<file path="config.mk">
export PLATFORM = sky130hd
export DESIGN_NAME = bc_cnt_ctrl
export DESIGN_NICKNAME = d
export VERILOG_FILES = /design/src/rtl/bc_cnt_ctrl.sv
export SDC_FILE = /design/constraint.sdc
export NUM_CORES = 1
export LEC_CHECK = 0
export CORE_MARGIN = 2
export CORE_UTILIZATION = 45
export CTS_CLUSTER_DIAMETER = 30
export CTS_CLUSTER_SIZE = 16
export DETAILED_ROUTE_END_ITERATION = 10
export PLACE_DENSITY = 0.74
export SYNTH_ARGS = -nofsm -noshare
export SYNTH_HDL_FRONTEND = slang
export SYNTH_SLANG_ARGS = --single-unit
</file>
<file path="constraint.sdc">
create_clock -name clk_i -period 2.3 [get_ports clk_i]
set_input_delay 0.345 -clock clk_i [delete_from_list [all_inputs] [get_ports clk_i]]
set_output_delay 0.345 -clock clk_i [all_outputs]
set_load 0.03 [all_outputs]
</file>
<file path="src/rtl/bc_cnt_ctrl.sv">
// Bunch-crossing counter controller: wrapping LSB/MSB counter with run control,
// a preload handshake, and a snapshot port that reports the distance since the previous snapshot.
module bc_cnt_ctrl #(
  parameter logic [11:0] LSB_CNT_MAX = 12'd3563
) (
  input  logic        clk_i,
  input  logic        rst_ni,
  input  logic        start_i,
  input  logic        stop_i,
  input  logic        clear_i,
  input  logic        tick_i,
  input  logic        load_valid_i,
  input  logic [11:0] load_lsb_i,
  input  logic [2:0]  load_msb_i,
  output logic        load_ready_o,
  input  logic        snap_req_i,
  input  logic        snap_ready_i,
  output logic        snap_valid_o,
  output logic [11:0] snap_lsb_o,
  output logic [2:0]  snap_msb_o,
  output logic [11:0] snap_diff_o,
  output logic [11:0] lsb_cnt_o,
  output logic [2:0]  msb_cnt_o,
  output logic        running_o,
  output logic        err_o
);

  typedef enum logic [1:0] {IDLE, RUN, ERR} state_e;

  state_e      state_q, state_d;
  logic [11:0] lsb_q, lsb_d;
  logic [2:0]  msb_q, msb_d;
  logic        snap_valid_q, snap_valid_d;
  logic [11:0] snap_lsb_q, snap_lsb_d;
  logic [2:0]  snap_msb_q, snap_msb_d;
  logic [11:0] snap_diff_q, snap_diff_d;
  logic [11:0] prev_lsb_q, prev_lsb_d;
  logic [2:0]  prev_msb_q, prev_msb_d;
  logic        load_fire;
  logic [11:0] diff_same, diff_wrap;

  assign load_ready_o = (state_q == IDLE);
  assign load_fire    = load_valid_i & load_ready_o;

  always_comb begin
    state_d = state_q;
    lsb_d   = lsb_q;
    msb_d   = msb_q;
    if (clear_i) begin
      state_d = IDLE;
      lsb_d   = '0;
      msb_d   = '0;
    end else if (load_fire) begin
      lsb_d = load_lsb_i;
      msb_d = load_msb_i;
      if (load_lsb_i > LSB_CNT_MAX) state_d = ERR;
    end else begin
      case (state_q)
        RUN: begin
          // a stop in the same cycle as a tick still lets that tick count
          if (tick_i) begin
            if (lsb_q == LSB_CNT_MAX) begin
              lsb_d = '0;
              msb_d = msb_q + 3'd1;
            end else begin
              lsb_d = lsb_q + 12'd1;
            end
          end
          if (stop_i) state_d = IDLE;
        end
        IDLE: if (start_i) state_d = RUN;
        default: ;
      endcase
    end
  end

  // a single wrap between snapshots is assumed when the MSB differs
  assign diff_same = lsb_q - prev_lsb_q;
  assign diff_wrap = lsb_q + LSB_CNT_MAX + 12'd1 - prev_lsb_q;

  always_comb begin
    snap_valid_d = snap_valid_q;
    snap_lsb_d   = snap_lsb_q;
    snap_msb_d   = snap_msb_q;
    snap_diff_d  = snap_diff_q;
    prev_lsb_d   = prev_lsb_q;
    prev_msb_d   = prev_msb_q;
    if (clear_i) begin
      snap_valid_d = 1'b0;
      snap_lsb_d   = '0;
      snap_msb_d   = '0;
      snap_diff_d  = '0;
      prev_lsb_d   = '0;
      prev_msb_d   = '0;
    end else if (snap_valid_q) begin
      if (snap_ready_i) snap_valid_d = 1'b0;
    end else if (snap_req_i) begin
      snap_valid_d = 1'b1;
      snap_lsb_d   = lsb_q;
      snap_msb_d   = msb_q;
      snap_diff_d  = (msb_q == prev_msb_q) ? diff_same : diff_wrap;
      prev_lsb_d   = lsb_q;
      prev_msb_d   = msb_q;
    end
  end

  always_ff @(posedge clk_i or negedge rst_ni) begin
    if (!rst_ni) begin
      state_q      <= IDLE;
      lsb_q        <= '0;
      msb_q        <= '0;
      snap_valid_q <= 1'b0;
      snap_lsb_q   <= '0;
      snap_msb_q   <= '0;
      snap_diff_q  <= '0;
      prev_lsb_q   <= '0;
      prev_msb_q   <= '0;
    end else begin
      state_q      <= state_d;
      lsb_q        <= lsb_d;
      msb_q        <= msb_d;
      snap_valid_q <= snap_valid_d;
      snap_lsb_q   <= snap_lsb_d;
      snap_msb_q   <= snap_msb_d;
      snap_diff_q  <= snap_diff_d;
      prev_lsb_q   <= prev_lsb_d;
      prev_msb_q   <= prev_msb_d;
    end
  end

  assign lsb_cnt_o    = lsb_q;
  assign msb_cnt_o    = msb_q;
  assign running_o    = (state_q == RUN);
  assign err_o        = (state_q == ERR);
  assign snap_valid_o = snap_valid_q;
  assign snap_lsb_o   = snap_lsb_q;
  assign snap_msb_o   = snap_msb_q;
  assign snap_diff_o  = snap_diff_q;

endmodule

</file>
==> run summary <==
Post-DP HPWL = 7.16 mm
Final Cell Area = 4740 sq um
Cell Chain, Critical Path = inv_4 -> ha_4 -> ha_4 -> fa_2 -> a21o_1 -> nand4_1 -> a31oi_1 -> xnor2_1 -> nor2_1 -> a221o_1
# setup viols final = 1
Remaining DRCs = 0
Mapped Nets = 429
Total CTS buffers = 5
First-pass GRT wire length = 15.0 mm
Via count = 3,256
Buffers & Inverters on Critical Path = 1
MaxCap Viol Count = 0
Worst reg2reg startpoint = prev_lsb_q[1]$_DFFE_PN0P_
TritonCTS clock tree = done
Crit Path Max Fanout = 2
Post-synth EDFFs = 0
CP endpoint kind = flip-flop
Cts hold-fix bufs = 0
GRT overflow = 0
Final WS setup = -0.00821 ns
Worst EP arrival = 2.50 ns
Area Overhead vs Synth = 42.9%
Clk_lat worst skew = 0.31 ns
Avg Inst Size Synth = 8.97 sq um
Routed Antenna Nets = 0
Ys flop type = dfrtp_1
CP required = 2.49 ns
RSZ-0062 raised after global routing = yes
RR Endpoint = snap_diff_o[9]$_DFFE_PN0P_
# IOs = 70
Share of cells above drive strength 1 = 21.2%
Initial antenna violation count = 0
Placed Area = 4420 sq um
FF+latch count, synth = 45
Status = finished with violations
CP max stage delay = 0.44 ns
Period minus WS final = 2.31 ns
Die W = 89.9 um
Cells after Synth = 370
Die Area = 8080 sq um
DRT iter0 DRCs = 166
Final hold violations = 1
Total track usage = 22.6%
Die Span Y = 89.9 um
Hold/Removal Path Class = in2async
Total power = 0.00319 W
Routability cong. = 0.921
Most used cell, CP = ha_4
Input/output buffers = 69
First-pass DRT Iterations = 5
Largest net degree at the start of global routing = 27
Drt wl/cell = 16.3 um
Final Max Tran Viols = 0
Flop2flop setup slack = -0.008 ns
Max stage delay cell, worst path = dfrtp_2
WHS = -0.000750 ns
CTS Sinks = 45
Worst VDD drop = 320 uV
Post-Route Utilization = 65.7%
Clk_skew = 0.00726 ns
Ys async rst share = 100%
Worst slew margin relative to its limit = 65.9%
Vias in the first global route = 3,088
CTS H-tree depth = 2
Leak = 2.04 nW
Period utilisation layout = 100%
Placement row count = 31
Routed WL = 9.51 mm
Top Family by Delay on Critical Path = adder cells
Core ar. = 7210 sq um
CP Class = reg2reg
Pwr/cell area = 673 nW/um^2
CTS Root Cell = clkbuf_8
Post-Syn Area = 3320 sq um
Failing checks = negative hold slack, negative setup slack
TNS Setup = -0.00821 ns
Netlist cell types = 59
Vias per inst = 5.57
Startpoint Class = flip-flop
Initial core utilization = 46.0%
Antenna diode count = 0
Post-synthesis sequential area ratio = 33.9%
Worst R2R Path Depth = 10
Max Fclk = 433 MHz
Slew of the pin with the lowest slew margin = 0.511 ns
Fill cell count = 599
Clock transition at path regs = 0.09 ns
YS warnings = 0
Final net count = 544
Clk buf depth = 2
## cell usage after synthesis (all sizes together) (6+ instances only)
library cell  number  area (sq um)
a21oi             25           129
a22o               9          78.8
clkbuf             7          26.3
dfrtp             45          1130
ha                30           375
inv               37           139
nand2             31           116
nand3              8          40.0
nor2              27           104
o21ai             39           195
o31ai              7          52.6
xnor2             14           123
xor2               6          52.6
## per-layer routing
metal | vias to the layer above | share of wire [%] | GRT usage, % | wire, um
li1 | 1545 | - | - | -
met1 | 1576 | 43 | 29.6 | 4140
met2 | 120 | 50 | 38.9 | 4710
met3 | 15 | 5.0 | 2.77 | 476
met4 | 0 | 2.0 | 7.56 | 189
met5 | - | 0 | 0 | 0
## through the flow
step / std cells / worst slack, ns
5_1_grt: 585 / -0.101
3_3_place_gp: 563 / -0.00322
4_1_cts: 574 / 0.00243
2_1_floorplan: 370 / 0.00135
6_report: 585 / -0.00821
3_5_place_dp: 563 / -0.0351
## repair_timing
item,CTS,global route
endpoints found under the setup margin,4,12
setup buffers,3,11
pin swaps,10,14
gates resized for setup,6,15
endpoints found under the hold margin,0,0
## final cells by class
type / count / area [sq um] / area share, %
clock inverter: 2 / 35.0 / 0.739
tap: 99 / 124 / 2.61
sequential: 45 / 1140 / 24.0
clock buffer: 6 / 72.6 / 1.53
inverter: 37 / 141 / 2.98
timing repair buffer: 118 / 1070 / 22.5
multi-input combinational: 278 / 2170 / 45.7
## sequential cells by signal, indices dropped and copies added (netlist names)
register      count
snap_valid_o      1
prev_lsb_q       12
state_q           2
lsb_cnt_o        12
prev_msb_q        3
snap_diff_o      12
msb_cnt_o         3
## where the power goes
part,switching (W),internal (W),leakage [nW]
clock network,0.000291,0.000323,0.0552
logic,0.000852,0.000742,1.40
registers,0.0000972,0.000887,0.593
total,0.00124,0.00195,2.04
## placed cells by master (no fill, tap or decap), types with 3 or more instances in the layout
cell	count
clkdlybuf4s50_1	68
buf_4	48
dfrtp_1	35
inv_1	33
nand2_1	31
nor2_1	26
o21ai_1	22
ha_1	21
a21oi_1	19
o21ai_0	17
xnor2_1	14
dfrtp_2	10
a22o_1	9
ha_4	9
nand3_1	8
o31ai_1	7
xor2_1	6
a21oi_2	6
nor3_1	5
a32oi_1	5
a31oi_1	5
clkbuf_8	5
nor2b_1	4
and3_1	4
mux2i_1	4
nand3b_1	4
inv_2	3
nand4_1	3
o221ai_1	3
o21bai_1	3
fa_2	3
## worst register-to-register path, cell delays in order (launching register included)
cell	delay [ns]
dfrtp_2	0.44
inv_4	0.08
ha_4	0.21
ha_4	0.17
fa_2	0.35
a21o_1	0.23
nand4_1	0.16
a31oi_1	0.12
xnor2_1	0.14
nor2_1	0.05
a221o_1	0.25
## worst max path at each step
stage	depth (start not counted)	from	slack, ns	endpoint
6_report	10	prev_lsb_q[1]$_DFFE_PN0P_	-0.008	snap_diff_o[9]$_DFFE_PN0P_
2_1_floorplan	10	prev_lsb_q[6]$_DFFE_PN0P_	0.001	snap_diff_o[9]$_DFFE_PN0P_
3_5_place_dp	10	prev_lsb_q[1]$_DFFE_PN0P_	-0.04	snap_diff_o[11]$_DFFE_PN0P_
3_3_place_gp	10	prev_lsb_q[1]$_DFFE_PN0P_	-0.003	snap_diff_o[11]$_DFFE_PN0P_
4_1_cts	9	prev_lsb_q[4]$_DFFE_PN0P_	0.002	snap_diff_o[10]$_DFFE_PN0P_
5_1_grt	10	prev_lsb_q[1]$_DFFE_PN0P_	-0.10	snap_diff_o[9]$_DFFE_PN0P_
## kinds of logic (layout without fill, tap and decap cells)
group,count (synthesis),in the layout,share of synthesized area (%)
flip-flops,45,45,33.9
adder cells (fa/ha/maj),35,35,14.3
multiplexers,4,4,1.21
XOR/XNOR,20,20,5.28
AND/OR/NAND/NOR,102,102,15.9
AO/OA/AOI/OAI,117,117,23.7
buffers and inverters,47,163,5.62
Note: power is estimated with default switching activity, not from simulation.
